[src/rtl/hack_pkg.sv]
// Shared Hack fetch definitions.
// Widths, reset PC and fetch FSM states.
package hack_pkg;

  localparam int ADDR_W_DEF = 15;
  localparam int DATA_W_DEF = 16;
  localparam logic [14:0] RESET_PC_DEF = 15'd0;

  typedef enum logic [1:0] {
    IDLE = 2'd0,
    REQ  = 2'd1,
    HOLD = 2'd2
  } fetch_state_e;

endpackage

[src/rtl/pc_reg.sv]
// Hack program counter register.
// Priority: reset > load > increment.
module pc_reg #(
  parameter int          W       = 15,
  parameter logic [W-1:0] RST_VAL = '0
) (
  input  logic         clk,
  input  logic         rst_n,
  input  logic         load,
  input  logic [W-1:0] load_val,
  input  logic         inc,
  output logic [W-1:0] pc
);

  logic [W-1:0] pc_q;
  logic [W-1:0] pc_d;

  // next PC: load wins over increment, wraps modulo 2^W
  always_comb begin
    pc_d = pc_q;
    if (load)
      pc_d = load_val;
    else if (inc)
      pc_d = pc_q + 1'b1;
  end

  // PC state
  always_ff @(posedge clk or negedge rst_n) begin
    if (!rst_n)
      pc_q <= RST_VAL;
    else
      pc_q <= pc_d;
  end

  assign pc = pc_q;

endmodule

[src/rtl/pc_fetch_unit.sv]
// Hack instruction fetch front end.
// One ROM read in flight, valid/ready to the IR stage.
module pc_fetch_unit
  import hack_pkg::*;
#(
  parameter int                ADDR_W   = ADDR_W_DEF,
  parameter int                DATA_W   = DATA_W_DEF,
  parameter logic [ADDR_W-1:0] RESET_PC = RESET_PC_DEF
) (
  input  logic              clk,
  input  logic              rst_n,
  input  logic              run,
  input  logic              jump,
  input  logic [ADDR_W-1:0] jump_addr,
  output logic              rom_req,
  output logic [ADDR_W-1:0] rom_addr,
  input  logic              rom_ack,
  input  logic [DATA_W-1:0] rom_data,
  output logic              instr_valid,
  input  logic              instr_ready,
  output logic [DATA_W-1:0] instr_data,
  output logic [ADDR_W-1:0] instr_pc,
  output logic [ADDR_W-1:0] pc
);

  fetch_state_e      state_q, state_d;
  logic              squash_q, squash_d;
  logic              rom_req_q, rom_req_d;
  logic [ADDR_W-1:0] rom_addr_q, rom_addr_d;
  logic              valid_q, valid_d;
  logic [DATA_W-1:0] data_q, data_d;
  logic [ADDR_W-1:0] ipc_q, ipc_d;
  logic              pc_inc;
  logic [ADDR_W-1:0] fetch_addr;

  pc_reg #(
    .W       (ADDR_W),
    .RST_VAL (RESET_PC)
  ) u_pc (
    .clk      (clk),
    .rst_n    (rst_n),
    .load     (jump),
    .load_val (jump_addr),
    .inc      (pc_inc),
    .pc       (pc)
  );

  // a jump this cycle retargets the next fetch
  assign fetch_addr = jump ? jump_addr : pc;

  // fetch FSM next-state and output values
  always_comb begin
    state_d    = state_q;
    squash_d   = squash_q;
    rom_req_d  = rom_req_q;
    rom_addr_d = rom_addr_q;
    valid_d    = valid_q;
    data_d     = data_q;
    ipc_d      = ipc_q;
    pc_inc     = 1'b0;
    unique case (state_q)
      IDLE: begin
        if (run) begin
          state_d    = REQ;
          rom_req_d  = 1'b1;
          rom_addr_d = fetch_addr;
        end
      end
      REQ: begin
        if (rom_ack) begin
          if (squash_q || jump) begin
            squash_d   = 1'b0;
            state_d    = run ? REQ : IDLE;
            rom_req_d  = run;
            rom_addr_d = run ? fetch_addr : rom_addr_q;
          end else begin
            data_d    = rom_data;
            ipc_d     = pc;
            valid_d   = 1'b1;
            pc_inc    = 1'b1;
            state_d   = HOLD;
            rom_req_d = 1'b0;
          end
        end else if (jump) begin
          squash_d = 1'b1;
        end
      end
      HOLD: begin
        if (instr_ready || jump) begin
          valid_d    = 1'b0;
          state_d    = run ? REQ : IDLE;
          rom_req_d  = run;
          rom_addr_d = run ? fetch_addr : rom_addr_q;
        end
      end
      default: begin
        state_d   = IDLE;
        rom_req_d = 1'b0;
        valid_d   = 1'b0;
      end
    endcase
  end

  // FSM state, squash flag and registered outputs
  always_ff @(posedge clk or negedge rst_n) begin
    if (!rst_n) begin
      state_q    <= IDLE;
      squash_q   <= 1'b0;
      rom_req_q  <= 1'b0;
      rom_addr_q <= RESET_PC;
      valid_q    <= 1'b0;
      data_q     <= '0;
      ipc_q      <= '0;
    end else begin
      state_q    <= state_d;
      squash_q   <= squash_d;
      rom_req_q  <= rom_req_d;
      rom_addr_q <= rom_addr_d;
      valid_q    <= valid_d;
      data_q     <= data_d;
      ipc_q      <= ipc_d;
    end
  end

  assign rom_req     = rom_req_q;
  assign rom_addr    = rom_addr_q;
  assign instr_valid = valid_q;
  assign instr_data  = data_q;
  assign instr_pc    = ipc_q;

endmodule

[config.mk]
export PLATFORM = sky130hd
export DESIGN_NAME = pc_fetch_unit
export DESIGN_NICKNAME = d
export VERILOG_FILES = /design/src/rtl/hack_pkg.sv /design/src/rtl/pc_reg.sv /design/src/rtl/pc_fetch_unit.sv
export SDC_FILE = /design/constraint.sdc
export NUM_CORES = 1
export LEC_CHECK = 0
export CORE_UTILIZATION = 30
export CTS_CLUSTER_SIZE = 8
export DETAILED_ROUTE_END_ITERATION = 8
export REMOVE_ABC_BUFFERS = 1
export SLEW_MARGIN = 20
export SYNTH_ARGS = -nofsm -noshare
export SYNTH_HDL_FRONTEND = slang
export SYNTH_SLANG_ARGS = --single-unit
[constraint.sdc]
create_clock -name clk -period 2.1 [get_ports clk]
set_clock_uncertainty 0.2 [all_clocks]
set_input_delay 0.315 -clock clk [delete_from_list [all_inputs] [get_ports clk]]
set_output_delay 0.315 -clock clk [all_outputs]
set_load 0.1 [all_outputs]
==> results of run 1 <==
stage by stage:
step                setup TNS, ns  instance area, um2  utilization  hold slack, ns  setup WS (ns)
floorplan                  -47.95                2900            -          -0.181          -1.30
global placement            -4.98                4280        0.455           0.167         -0.121
detailed placement          -6.55                4280        0.455           0.163         -0.180
CTS                             0                4480        0.476           0.314          0.168
global route                    0                4480        0.476           0.324         0.0658
finish                          0                4480        0.476           0.308          0.181
cell usage in the layout (no fill, tap or decap), drive strengths merged, types with 2 or more instances in the layout:
master / count
a211o: 2
a21oi: 6
and3: 3
buf: 87
clkbuf: 13
clkdlybuf4s50: 35
clkinv: 2
dfrtp: 65
inv: 16
mux2: 46
mux2i: 2
nand2: 21
nand3: 8
nand4: 6
nor2: 7
nor2b: 4
nor3: 3
nor4: 4
o21ai: 25
xnor2: 8
per-layer routing:
| layer | wire length (um) | vias to the layer above | track usage |
|---|---|---|---|
| met2 | 3490 | 70 | 0.251 |
| li1 | - | 1127 | - |
| met4 | 116 | 0 | 0.0557 |
| met5 | 0 | - | 0 |
| met1 | 3230 | 1163 | 0.195 |
| met3 | 397 | 10 | 0.0366 |
cell families (layout without fill, tap and decap cells):
family / after synthesis / after routing
AOI/OAI and AO/OA: 39 / 39
muxes: 48 / 48
DFF: 65 / 65
buffers and inverters: 29 / 155
adders and majority gates: 1 / 1
and+or+nand+nor: 62 / 62
xor gates and xnor gates: 8 / 8
critical path: cells and delay by family:
family	cells	cell delay [ns]
AND/OR/NAND/NOR	3	0.90
buffers and inverters	1	0.57
AO/OA/AOI/OAI	1	0.18
final cells by class:
| class | count | area [um2] |
|---|---|---|
| timing repair buffer | 123 | 1220 |
| clock buffer | 13 | 149 |
| tap | 129 | 161 |
| sequential | 65 | 1630 |
| fill | 907 | 4930 |
| multi-input combinational | 158 | 1220 |
| inverter | 16 | 60.1 |
| clock inverter | 3 | 40.0 |
worst paths after layout:
check                           slack, ns  cells past startpoint       endpoint     startpoint
max in group asynchronous            1.08                      3    rom_addr[4]          rst_n
worst max register to register       0.19                      4    u_pc.pc[12]     state_q[1]
min in group asynchronous            0.34                      3    rom_addr[8]          rst_n
worst min-delay path                 0.31                      1  instr_data[4]  instr_data[4]
worst min register to register       0.31                      1  instr_data[4]  instr_data[4]
worst max-delay path                 0.18                      5    u_pc.pc[12]        rom_ack
==> impl_metrics.yaml, run 1 <==
sta:
  slew_violations: 0
  grt_setup_unrepaired: "false"
  setup_viol: 0
  fin_crit_sh: 0.914
  slew_headroom: 0.724
  worst_slew_pin_slew_ns: 0.408
  fin_crit_ns: 1.92
  clock.fmax_mhz: 521
  hold_viol_final: 0
logic_synthesis:
  ys.flop_type: "dfrtp_1"
  synthMuxAreaShare: 0.182
  yosys_warnings: 0
  synth_adder_area_share: 0.00422
  synth_top_area_cell: "dfrtp_1"
  ys_seq_area_frac: 0.549
  yosys.area_share.simple: 0.126
  async_flop_share: 1.00
  syn_avg_cell_area_um2: 11.8
  synthDistinctLibCells: 37
  syn_inst: 252
  synth_xor_area_frac: 0.0237
  synth_edf_count: 0
  yosysTopAreaCellShare: 0.549
  synth.most_common_cell: "dfrtp_1"
  synth_compound_area_frac: 0.0735
  synth_common_cells: "dfrtp_1 (65), mux2_2 (46), o21ai_0 (24)"
  synth_top_family_by_area: "multiplexers"
  yosys_register_bits: 65
  syn_area_um2: 2960
  yosys-top-cells-area: "dfrtp_1 (55%), mux2_2 (17%), o21ai_0 (4.1%), nand2_1 (2.7%), xnor2_1 (2.4%)"
grt:
  grt_overflow: 0
  grt_pass1_wl_um: 12000
  grt_max_degree: 66
  grtUsageTotal: 0.152
  antenna_found_initial: 0
  grt_pass1_vias: 2428
place:
  routabilityCongestion: 0.824
  dp_hpwl_um: 5220
  port_buffers: 99
  numPlacedInstances: 490
detailed_routing:
  antenna_left: 0
  drt-initial-drc-count: 83
  firstDrtPassIters: 4
  vias_per_cell: 4.67
  vias: 2370
  routed_wl_um: 7230
  drc: 0
  wl_per_cell_um: 14.3
worst_setup_path:
  crit_path_cell_trace: "clkdlybuf4s50_1 > nand4bb_4 > nor4_4 > or4b_1 > a31oi_1"
  cp.arrival_ns: 1.97
  crit_path_start_kind: "primary input"
  crit_fanout: 4
  crit_path_max_incr_delay_ns: 0.57
  crit_slowest_cell: "clkdlybuf4s50_1"
  critical_path_class: "in2reg"
  cp_data_required_time_ns: 2.15
  end_kind: "flip-flop"
cells_and_area:
  syn_to_final_growth_pct: 51.3
  insertedDiodeCount: 0
  final_cells: 507
  drive_above_1_share: 0.405
  largest_register_ffs: 16
  layout.nets: 411
cts:
  cts_sinks: 65
  cts.clk_slew.worst_paths_ns: 0.07
  cts-buffers-inserted: 9
  clockBufferDepth: 2
  cts_hold_buf: 1
  cts_tree: "yes"
  post-cts-setup-buffers: 0
  htree_levels: 3
  cts_root_buf: "clkbuf_8"
  clk_latency_ns: 0.33
  postCtsResizedCells: 0
floorplan:
  core_area_um2: 9420
  io-pin-count: 100
  die_w_um: 101
  initial_utilization: 0.315
  die-area_um2: 10300
  rows: 35
  chipHeight_um: 101
flow_run:
  max_cap_violations: 0
status:
  outcome: "finished clean"
min_path:
  min_path_type: "reg2reg"
Power of run 1 is not shown: default switching activity piles up to over one toggle a cycle in this logic, so the estimate is an artifact.
==> run 2: changes to the inputs <==
--- a/config.mk
+++ b/config.mk
@@ -8,6 +8,7 @@
 export CORE_UTILIZATION = 30
 export CTS_CLUSTER_SIZE = 8
 export DETAILED_ROUTE_END_ITERATION = 8
+export MAX_ROUTING_LAYER = met4
 export REMOVE_ABC_BUFFERS = 1
 export SLEW_MARGIN = 20
 export SYNTH_ARGS = -nofsm -noshare
==> run 2 against run 1 <==
Effect of this change:
- final area stayed put
- die area did not move
- non-clock buffer count is the same
- fmax about the same
- count of clock-buffer cells in the layout is the same
- largest cell class unchanged
- wire length about the same
- worst hold slack barely moved
- sequential cell count is the same
- first-iteration DRC count is 12% lower
- critical path depth unchanged
==> impl_metrics.yaml, run 2 (synthesized netlist as in run 1, its figures left out) <==
cts:
  cts_sinks: 65
  cts_root_buf: "clkbuf_8"
  cts-buffers-inserted: 9
  post-cts-setup-buffers: 0
  cts_tree: "yes"
  clk_latency_ns: 0.33
  cts.clk_slew.worst_paths_ns: 0.07
  htree_levels: 3
  clockBufferDepth: 2
worst_setup_path:
  crit_path_cell_trace: "clkdlybuf4s50_1 > nand4bb_4 > nor4_4 > or4b_1 > a31oi_1"
  critical_path_class: "in2reg"
  cp.arrival_ns: 1.97
  crit_path_start_kind: "primary input"
  crit_path_max_incr_delay_ns: 0.57
  crit_slowest_cell: "clkdlybuf4s50_1"
  end_kind: "flip-flop"
  cp_data_required_time_ns: 2.15
  reg2reg_depth: 4
  crit_fanout: 4
cells_and_area:
  register_area_um2: 1630
  layout.nets: 411
  insertedDiodeCount: 0
  drive_above_1_share: 0.405
  largest_register_ffs: 16
  syn_to_final_growth_pct: 51.3
  final_cell_mix: "buf_4 (69), dfrtp_1 (65), mux2_2 (46)"
  fill_cells: 907
  multi_input_area_um2: 1220
  mostFrequentLayoutCell: "buf_4"
min_path:
  whs_path_depth: 1
  min_path_type: "reg2reg"
detailed_routing:
  vias_per_cell: 4.67
  antenna_left: 0
  vias: 2366
  drt-initial-drc-count: 73
  wl_per_cell_um: 14.2
  firstDrtPassIters: 4
  drc: 0
  routed_wl_um: 7220
sta:
  hold_ws_ns: 0.308
  slew_headroom: 0.723
  clock.fmax_mhz: 521
  slew_violations: 0
  hold_viol_final: 0
  grt_setup_unrepaired: "false"
  fin_crit_sh: 0.914
  fin_crit_ns: 1.92
  worst_slew_pin_slew_ns: 0.411
  setup_viol: 0
grt:
  grt_pass1_wl_um: 12000
  grt_overflow: 0
  grt_pass1_vias: 2428
  antenna_found_initial: 0
  grtUsageTotal: 0.157
  grt_max_degree: 66
place:
  routabilityCongestion: 0.837
  port_buffers: 99
  dp_hpwl_um: 5220
floorplan:
  rows: 35
  initial_utilization: 0.315
  io-pin-count: 100
  chipHeight_um: 101
  die_w_um: 101
  core_area_um2: 9420
  die-area_um2: 10300
status:
  outcome: "finished clean"
flow_run:
  max_cap_violations: 0
## run 2: cell counts in the layout (fill, tap and decap cells not counted)
Identical to the previous run, type by type.
## run 2: cell type report
type                       instances  area share
clock buffer                      13      0.0332
clock inverter                     3     0.00894
inverter                          16      0.0134
multi-input combinational        158       0.272
sequential                        65       0.363
tap                              129      0.0360
timing repair buffer             123       0.273
## run 2: layer usage
layer / up-vias / share of wire / global-route usage / routed length [um]
li1: 1126 / - / - / -
met1: 1162 / 0.45 / 0.198 / 3270
met2: 70 / 0.49 / 0.250 / 3510
met3: 8 / 0.048 / 0.0317 / 346
met4: 0 / 0.013 / 0.0557 / 97
met5: - / 0 / - / 0
## run 2: critical path, delay by kind of cell
family,cells,cell delay (ns)
and+or+nand+nor,3,0.90
buffers and inverters,1,0.57
AOI/OAI and AO/OA,1,0.18
## run 2: path summary, 6_finish.rpt
kind / startpoint / endpoint / slack (ns)
max reg2reg: state_q[1] / u_pc.pc[12] / 0.19
max in group asynchronous: rst_n / instr_pc[5] / 1.08
min reg2reg: instr_data[4] / instr_data[4] / 0.31
max: rom_ack / u_pc.pc[12] / 0.18
min: instr_data[4] / instr_data[4] / 0.31
min in group asynchronous: rst_n / rom_addr[8] / 0.34
## run 2: stage by stage
stage	TNS (ns)	cells	instance area [um2]	util	worst slack (ns)
2_1_floorplan	-47.95	239	2900	-	-1.30
3_3_place_gp	-4.98	490	4280	0.455	-0.121
3_5_place_dp	-6.55	490	4280	0.455	-0.180
4_1_cts	0	507	4480	0.476	0.168
5_1_grt	0	507	4480	0.476	0.0658
6_report	0	507	4480	0.476	0.181
## run 2: repair_timing
item | in CTS | in global routing
resized for setup | 0 | 0
endpoints found under the hold margin | 65 | 0
hold buffers | 1 | 0
Power of run 2 is left out for the same reason.
==> run 3: changes to the inputs <==
--- a/config.mk
+++ b/config.mk
@@ -13,4 +13,5 @@
 export SLEW_MARGIN = 20
 export SYNTH_ARGS = -nofsm -noshare
 export SYNTH_HDL_FRONTEND = slang
+export SYNTH_HIERARCHICAL = 1
 export SYNTH_SLANG_ARGS = --single-unit
==> run 3 against run 2 <==
Effect of this change:
- wire length down 0.87%
- worst hold slack worse by 0.089 ns
- via count down 9.7%
- first-iteration DRC count down 22%
- area after synthesis up 1.2%
- register-to-register slack worse by 0.09 ns
- core utilization down 0.98 points
- fmax down 3.8%
- worst setup slack worse by 0.077 ns
- sequential cell count unchanged
- final area up 1.2%
- critical path depth up 3
==> impl_metrics.yaml, run 3 <==
status:
  outcome: "finished clean"
sta:
  hold_ws_ns: 0.219
  fin_crit_sh: 0.951
  slew_headroom: 0.668
  fin_ws_ns: 0.104
  worst_slew_pin_slew_ns: 0.497
  setup_viol: 0
  clock.fmax_mhz: 501
  slew_violations: 0
  fin_crit_ns: 2.00
  hold_viol_final: 0
  grt_setup_unrepaired: "false"
detailed_routing:
  wl_per_cell_um: 14.9
  vias_per_cell: 4.43
  drt-initial-drc-count: 57
  firstDrtPassIters: 4
  vias: 2137
  antenna_left: 0
  drc: 0
  routed_wl_um: 7160
logic_synthesis:
  ys_seq_area_frac: 0.543
  synth_common_cells: "dfrtp_1 (65), mux2_1 (27), mux2_2 (27)"
  synth_edf_count: 0
  yosys_warnings: 6
  syn_area_um2: 3000
  synthDistinctLibCells: 31
  yosys-top-cells-area: "dfrtp_1 (54%), mux2_1 (10%), mux2_2 (10%), mux2_4 (4.5%), xnor2_1 (2.6%)"
  synth_compound_area_frac: 0.0313
  synth_top_area_cell: "dfrtp_1"
  synth_xor_area_frac: 0.0409
  synthMuxAreaShare: 0.251
  synth_top_family_by_area: "multiplexers"
  yosys_register_bits: 65
  yosysTopAreaCellShare: 0.543
  synth.most_common_cell: "dfrtp_1"
  yosys.area_share.simple: 0.103
  async_flop_share: 1.00
  ys.flop_type: "dfrtp_1"
  synth_adder_area_share: 0.00418
  syn_inst: 222
  syn_avg_cell_area_um2: 13.5
cts:
  cts.clk_slew.worst_paths_ns: 0.08
  cts_root_buf: "clkbuf_8"
  cts-buffers-inserted: 9
  clockBufferDepth: 2
  cts_tree: "yes"
  cts_sinks: 65
  post-cts-setup-buffers: 0
  clk_latency_ns: 0.34
  htree_levels: 3
cells_and_area:
  multi_input_area_um2: 1330
  mostFrequentLayoutCell: "buf_4"
  fill_cells: 932
  final_cell_mix: "buf_4 (70), dfrtp_1 (65), clkdlybuf4s50_1 (34)"
  layout.nets: 383
  drive_above_1_share: 0.433
  insertedDiodeCount: 0
  largest_register_ffs: 16
  register_area_um2: 1630
  syn_to_final_growth_pct: 51.3
place:
  pre_cts_slack_ns: -0.170
  dp_hpwl_um: 5020
  routabilityCongestion: 0.673
  port_buffers: 99
worst_setup_path:
  crit_slowest_cell: "dfrtp_1"
  cp_data_required_time_ns: 2.12
  cpLargestDelayFamily: "simple AND/OR/NAND/NOR gates"
  path_buf_inv: 2
  end_kind: "flip-flop"
  crit_fanout: 4
  cp.arrival_ns: 2.02
  crit_path_start_kind: "flip-flop"
  reg2reg_slack_ns: 0.10
  crit_path_max_incr_delay_ns: 0.41
  critical_path_class: "reg2reg"
  crit_path_cell_trace: "and2b_2 > nand3_4 > inv_1 > nand3_2 > buf_4 > nor4_2 > xnor2_1 > o21ai_1"
floorplan:
  die_w_um: 102
  rows: 36
  initial_utilization: 0.308
  io-pin-count: 100
  chipHeight_um: 102
  die-area_um2: 10400
  core_area_um2: 9730
min_path:
  min_path_type: "in2reg"
grt:
  grt_max_degree: 38
  grt_pass1_wl_um: 10900
  grt_pass1_vias: 2152
  grt_overflow: 0
  antenna_found_initial: 0
  grtUsageTotal: 0.144
flow_run:
  max_cap_violations: 0
[run 3: cell count changes in the layout (fill, tap and decap cells not counted), sizes merged, moves of 2 or more]
cell / before / now
nand4: 6 / 4
nor4: 4 / 6
o21ai: 25 / 16
mux2: 46 / 63
clkinv: 2 / 0
nor2b: 4 / 0
xor2: 0 / 5
a211o: 2 / 0
nor2: 7 / 3
inv: 16 / 4
a21oi: 6 / 2
and3: 3 / 0
[run 3: cell families after synthesis]
logic type	after synthesis
AND/OR/NAND/NOR	46
buffers and inverters	14
AO/OA/AOI/OAI	18
flip-flops	65
adder cells (fa/ha/maj)	1
multiplexers	64
XOR/XNOR	14
[run 3: worst register-to-register path, stage by stage, from the launching register on]
cell and delay [ns]:
dfrtp_1 0.41, and2b_2 0.26, nand3_4 0.07, inv_1 0.11, nand3_2 0.13, buf_4 0.18, nor4_2 0.29, xnor2_1 0.16
o21ai_1 0.07
[run 3: final cells by class]
class | instances | share of cell area
inverter | 4 | 0.00331
timing repair buffer | 122 | 0.265
multi-input combinational | 143 | 0.293
tap | 133 | 0.0367
clock buffer | 13 | 0.0350
sequential | 65 | 0.359
clock inverter | 2 | 0.00828
[run 3: repair_timing]
action,CTS,global route
endpoints found under the setup margin,0,7
gates resized for setup,0,6
hold buffers,1,0
endpoints found under the hold margin,35,0
[run 3: stage by stage]
step                instances  area [um2]   util  TNS [ns]
CTS                       482        4500  0.462         0
global route              482        4530  0.466         0
floorplan                 212        2930      -    -17.52
global placement          466        4290  0.441    -0.890
finish                    482        4530  0.466         0
detailed placement        466        4290  0.441     -1.13
[run 3: metal layers]
layer | GRT usage | up-vias | wire length, um | part of all wire
li1 | - | 1029 | - | -
met1 | 0.187 | 1023 | 3420 | 0.48
met2 | 0.227 | 76 | 3260 | 0.45
met3 | 0.0260 | 9 | 381 | 0.053
met4 | 0.0527 | 0 | 106 | 0.015
met5 | - | - | 0 | 0
[run 3: path summary, 6_finish.rpt]
path,from,to,cells past startpoint
hold reg to reg,instr_data[0],instr_data[0],1
setup reg to reg,state_q[1],u_pc/pc[10],8
max in group asynchronous,rst_n,instr_pc[6],3
hold / removal,jump,u_pc/pc[11],3
min in group asynchronous,rst_n,instr_data[13],2
setup / recovery,state_q[1],u_pc/pc[10],8
Power of run 3 is left out for the same reason.
